[config.mk]
export PLATFORM = sky130hd
export DESIGN_NAME = tile_start_sequencer
export DESIGN_NICKNAME = d
export VERILOG_FILES = /design/src/rtl/tile_start_sequencer.sv
export SDC_FILE = /design/constraint.sdc
export NUM_CORES = 1
export LEC_CHECK = 0
export ABC_AREA = 1
export ABC_CLOCK_PERIOD_IN_PS = 1780
export BUFFER_PORTS_ARGS = -buffer_cell sky130_fd_sc_hd__buf_2
export CORE_ASPECT_RATIO = 2
export CORE_MARGIN = 1
export CORE_UTILIZATION = 35
export DETAILED_ROUTE_END_ITERATION = 10
export RECOVER_POWER = 50
export REMOVE_ABC_BUFFERS = 1
export SYNTH_ARGS = -nofsm -noshare
export SYNTH_HDL_FRONTEND = slang
export SYNTH_SLANG_ARGS = --single-unit
[constraint.sdc]
create_clock -name clk -period 1.78 [get_ports clk]
set_input_delay 0.356 -clock clk [delete_from_list [all_inputs] [get_ports clk]]
set_output_delay 0.356 -clock clk [all_outputs]
set_load 0.02 [all_outputs]
[src/rtl/tile_start_sequencer.sv]
// Holds every tile in reset, then releases tiles one at a time in index order,
// then forwards processors_en to all tiles. Define SEQ_TIMEOUT_EN for per-tile ready timeout.
module tile_start_sequencer #(
  parameter int TILE_NUM       = 16,
  parameter int RESET_HOLD     = 8,
  parameter int STAGGER_CYCLES = 4,
  parameter int TIMEOUT_CYCLES = 1024
) (
  input  logic                clk,
  input  logic                reset,
  input  logic                processors_en,
  input  logic [TILE_NUM-1:0] tile_ready,
  output logic [TILE_NUM-1:0] tile_reset,
  output logic [TILE_NUM-1:0] tile_en,
  output logic                seq_done,
  output logic [TILE_NUM-1:0] timeout_flags
);

  localparam int HS_MAX  = (RESET_HOLD > STAGGER_CYCLES) ? RESET_HOLD : STAGGER_CYCLES;
  localparam int CNT_MAX = (HS_MAX > TIMEOUT_CYCLES) ? HS_MAX : TIMEOUT_CYCLES;
  localparam int CNT_W   = $clog2(CNT_MAX + 1);
  localparam int TILE_W  = (TILE_NUM > 1) ? $clog2(TILE_NUM) : 1;

  localparam logic [CNT_W-1:0]  HOLD_LAST    = CNT_W'(RESET_HOLD - 1);
  localparam logic [CNT_W-1:0]  STAGGER_LAST = CNT_W'(STAGGER_CYCLES - 1);
  localparam logic [TILE_W-1:0] LAST_TILE    = TILE_W'(TILE_NUM - 1);

  typedef enum logic [2:0] {IDLE, HOLD, RELEASE, WAIT_RDY, RUN} state_t;

  state_t             state;
  logic [CNT_W-1:0]   cnt;
  logic [CNT_W-1:0]   cnt_sat;
  logic [TILE_W-1:0]  cur_tile;
  logic               ready_now;
  logic               stagger_met;
  logic               advance;

  // Counter sticks at all-ones so a long ready wait cannot wrap and re-arm the stagger.
  assign cnt_sat     = (cnt == '1) ? cnt : cnt + CNT_W'(1);
  assign ready_now   = tile_ready[cur_tile];
  assign stagger_met = (cnt >= STAGGER_LAST);

`ifdef SEQ_TIMEOUT_EN
  localparam logic [CNT_W-1:0] TIMEOUT_LAST = CNT_W'(TIMEOUT_CYCLES - 1);
  logic timed_out;
  assign timed_out = !(ready_now && stagger_met) && (cnt >= TIMEOUT_LAST);
  assign advance   = (ready_now && stagger_met) || timed_out;
`else
  assign advance       = ready_now && stagger_met;
  assign timeout_flags = '0;
`endif

  // NOTE: sequential state uses non-blocking assignments so every register sees pre-edge values.
  always_ff @(posedge clk) begin
    if (reset) begin
      state      <= IDLE;
      cnt        <= '0;
      cur_tile   <= '0;
      tile_reset <= '1;
      tile_en    <= '0;
      seq_done   <= 1'b0;
`ifdef SEQ_TIMEOUT_EN
      timeout_flags <= '0;
`endif
    end else begin
      case (state)
        IDLE: begin
          cnt   <= '0;
          state <= HOLD;
        end
        HOLD: begin
          cnt <= cnt_sat;
          if (cnt == HOLD_LAST) state <= RELEASE;
        end
        RELEASE: begin
          tile_reset[cur_tile] <= 1'b0;
          cnt                  <= '0;
          state                <= WAIT_RDY;
        end
        WAIT_RDY: begin
          cnt <= cnt_sat;
          if (advance) begin
`ifdef SEQ_TIMEOUT_EN
            if (timed_out) timeout_flags[cur_tile] <= 1'b1;
`endif
            if (cur_tile == LAST_TILE) begin
              state    <= RUN;
              seq_done <= 1'b1;
            end else begin
              cur_tile <= cur_tile + TILE_W'(1);
              state    <= RELEASE;
            end
          end
        end
        RUN: begin
          tile_en <= {TILE_NUM{processors_en}};
        end
        default: state <= IDLE;
      endcase
    end
  end

endmodule

==> summary.txt <==
outcome = finished, final reports clean
layout cells sized above 1 = 19.40%
# DRC = 0
Achievable Freq = 0.6367 GHz
DP HPWL = 3716 µm
Worst Path Arrival = 1740 ps
CP endpoint kind = flop
area of the mapped netlist = 2047 µm²
Sw Share = 22.45%
Clk pwr share = 50.0%
hold path cells = 3
post-route setup slack = 209.5 ps
remaining antenna violation count = 0
# H-tree levels = 2
RSZ-0062 raised after global routing = false
area leader, netlist = dfxtp_1
cell chain of the critical path = ha_1 -> nand2_1 -> inv_2 -> nand3_2 -> nor2_1 -> nand2_1 -> nand2_4 -> nor2_2 -> o211a_1
Routed WL = 4656 µm
crit path time final = 1571 ps
Internal = 1.523 mW
FF+latch count, synth = 36
wire per inst = 11.76 µm
Seq pwr share = 42.3%
Yosys top cell area share = 35.21%
R2R depth = 9
P per Cell Area = 836.2 nW/µm²
Overflow after GRT = 0
Worst Path Required = 1950 ps
drt first-iter violations = 40
Final period util = 88.23%
largest net degree at the start of global routing = 19
Post-Layout Cell Count = 396
Worst Setup Start Kind = flop
pre-CTS setup slack = 141.7 ps
routability cong. = 0.8239
first-pass GRT wire length = 7452 µm
TritonCTS Buffers = 5
sequential cell area = 721.9 µm²
Syn-to-layout area delta = 14.73%
max cap viols = 0
via count = 1844
Filler Cell Count = 647
CTS Buffer Depth = 2
postcts setup bufs = 0
clock root cell = clkbuf_16
P_leak = 1.089 nW
number of diodes = 0
clk_skew = 1.788 ps
R2R Path End = cnt[6]
Distinct cells, synth = 31
initial antenna violation count = 0
Post-Syn Instances = 292
Register-to-Register Setup Slack = 210 ps
nets = 358
core area = 5660 µm²
I/O Buffers = 51
CP peak stage delay = 370 ps
GRT Overall Usage = 15.78%
CP max FO = 8
Comb power frac = 7.6%
Seq/Total Area, Yosys = 35.21%
initial core utilization = 36.16%
final slew viol count = 0
# setup viols final = 0
Peak VDD IR = 0.6596 mV
Die Height = 110.2 µm
hold path endpoint = tile_en[0]
syn avg cell area = 7.010 µm²
die area = 6177 µm²
hold crit path type = in2reg
std cell rows = 39
switching pwr = 0.4408 mW
clock latency on the worst-skew pair = 280 ps
vias in the first global route = 1681
Clock Sinks = 36
clock transition at the registers of the reported paths = 50 ps
Placed Cells = 388
area of the multi-input gates = 1003 µm²
Vias/cell = 4.657
CTS tree = done
Worst Hold Launch = processors_en
kind of critical path = reg2reg
First-pass DRT Iterations = 4
fin area = 2349 µm²
Hold Fails Final Rpt = 0
largest cells by area after synthesis = dfxtp_1 35%, nand2_1 15%, buf_4 11%
slowest stage cell, crit path = dfxtp_1
DIE WIDTH = 56.08 µm
yosys warns = 0
placed cell area = 2208 µm²
reg-to-reg startpoint = cnt[1]
CP most frequent cell = nand2_1
I/O pin count = 68
## cells in the final DEF (no fill, tap or decap), drive strengths merged
cell type and count:
bufinv 1, nor3 3, a21oi 16, o21ai 21, nand3 18, clkinv 1
o211a 1, nor2 28, inv 32, clkbuf 24, nand2 85, a31oi 1
ha 5, xor2 3, nand4 5, dfxtp 36, conb 16, xnor2 2
buf 37
## area by class of cell
cell class              instances  area share (%)
clock buffers                   6           5.488
clock inverters                 2           1.492
inverters                      32           5.221
multi-input cells             204           42.73
flip-flops and latches         36           30.74
well taps                      61           3.250
repair buffers                 55           11.08
## worst max path at each step
| stage | cells past startpoint | startpoint | endpoint |
|---|---|---|---|
| 2_1_floorplan | 2 | tile_en[0] | tile_en[0] |
| 3_3_place_gp | 9 | cnt[0] | cnt[6] |
| 3_5_place_dp | 9 | cnt[0] | cnt[6] |
| 4_1_cts | 9 | cnt[0] | cnt[6] |
| 5_1_grt | 8 | cur_tile[0] | state[1] |
| 6_report | 9 | cnt[1] | cnt[6] |
## stage by stage
| step | TNS (ps) | util (%) | hold WS (ps) | power (mW) |
|---|---|---|---|---|
| 2_1_floorplan | -15710 | - | 425.1 | 0.9507 |
| 3_3_place_gp | 0 | 39.01 | 442.8 | 1.001 |
| 3_5_place_dp | 0 | 39.01 | 442.6 | 1.002 |
| 4_1_cts | 0 | 41.91 | 311.3 | 1.986 |
| 5_1_grt | 0 | 41.49 | 377.6 | 2.028 |
| 6_report | 0 | 41.49 | 316.2 | 1.964 |
## sequential cells by signal, indices dropped and copies added (netlist names)
| signal | flops |
|---|---|
| state | 3 |
| cnt | 11 |
| tile_en | 1 |
| tile_reset | 16 |
| cur_tile | 4 |
| seq_done | 1 |
## synthesized netlist by cell type (all sizes together)
| cell | n |
|---|---|
| a21oi | 16 |
| a31oi | 1 |
| buf | 33 |
| clkbuf | 2 |
| conb | 1 |
| dfxtp | 36 |
| ha | 5 |
| inv | 32 |
| nand2 | 85 |
| nand3 | 18 |
| nand4 | 5 |
| nor2 | 28 |
| nor3 | 3 |
| o211a | 1 |
| o21ai | 21 |
| xnor2 | 2 |
| xor2 | 3 |
## repair_timing
item | 4_1_cts | 5_1_grt
hold buffers | 0 | 0
resized for setup | 0 | 1
setup endpoints to repair | 0 | 5
## per-layer routing
metal	global-route usage (%)	share of wire, %	vias to the layer above
met1	14.42	36	834
met3	2.800	3.1	12
li1	-	-	955
met4	10.28	3.8	0
met2	31.04	57	43
met5	0	0	-
## power groups by stage
stage | clock, mW | sequential [mW] | combinational, mW
floorplan | 0 | 0.848 | 0.103
global placement | 0 | 0.848 | 0.153
detailed placement | 0 | 0.848 | 0.154
CTS | 1.00 | 0.831 | 0.155
global route | 1.02 | 0.833 | 0.173
finish | 0.983 | 0.831 | 0.150
## critical path: cells and delay by family, from the launching register on
family / cells / cell delay (ps)
and+or+nand+nor: 6 / 580
DFF: 1 / 370
adders and majority gates: 1 / 210
AOI/OAI and AO/OA: 1 / 210
buffers and inverters: 1 / 80
## kinds of logic after synthesis
kind of cell,after synthesis,synth area share (%)
other,1,0.1832
xor gates and xnor gates,5,2.140
DFF,36,35.21
and+or+nand+nor,139,30.87
buffers and inverters,67,18.52
AOI/OAI and AO/OA,39,10.02
adders and majority gates,5,3.056
Power figures use the tool's default switching activity.
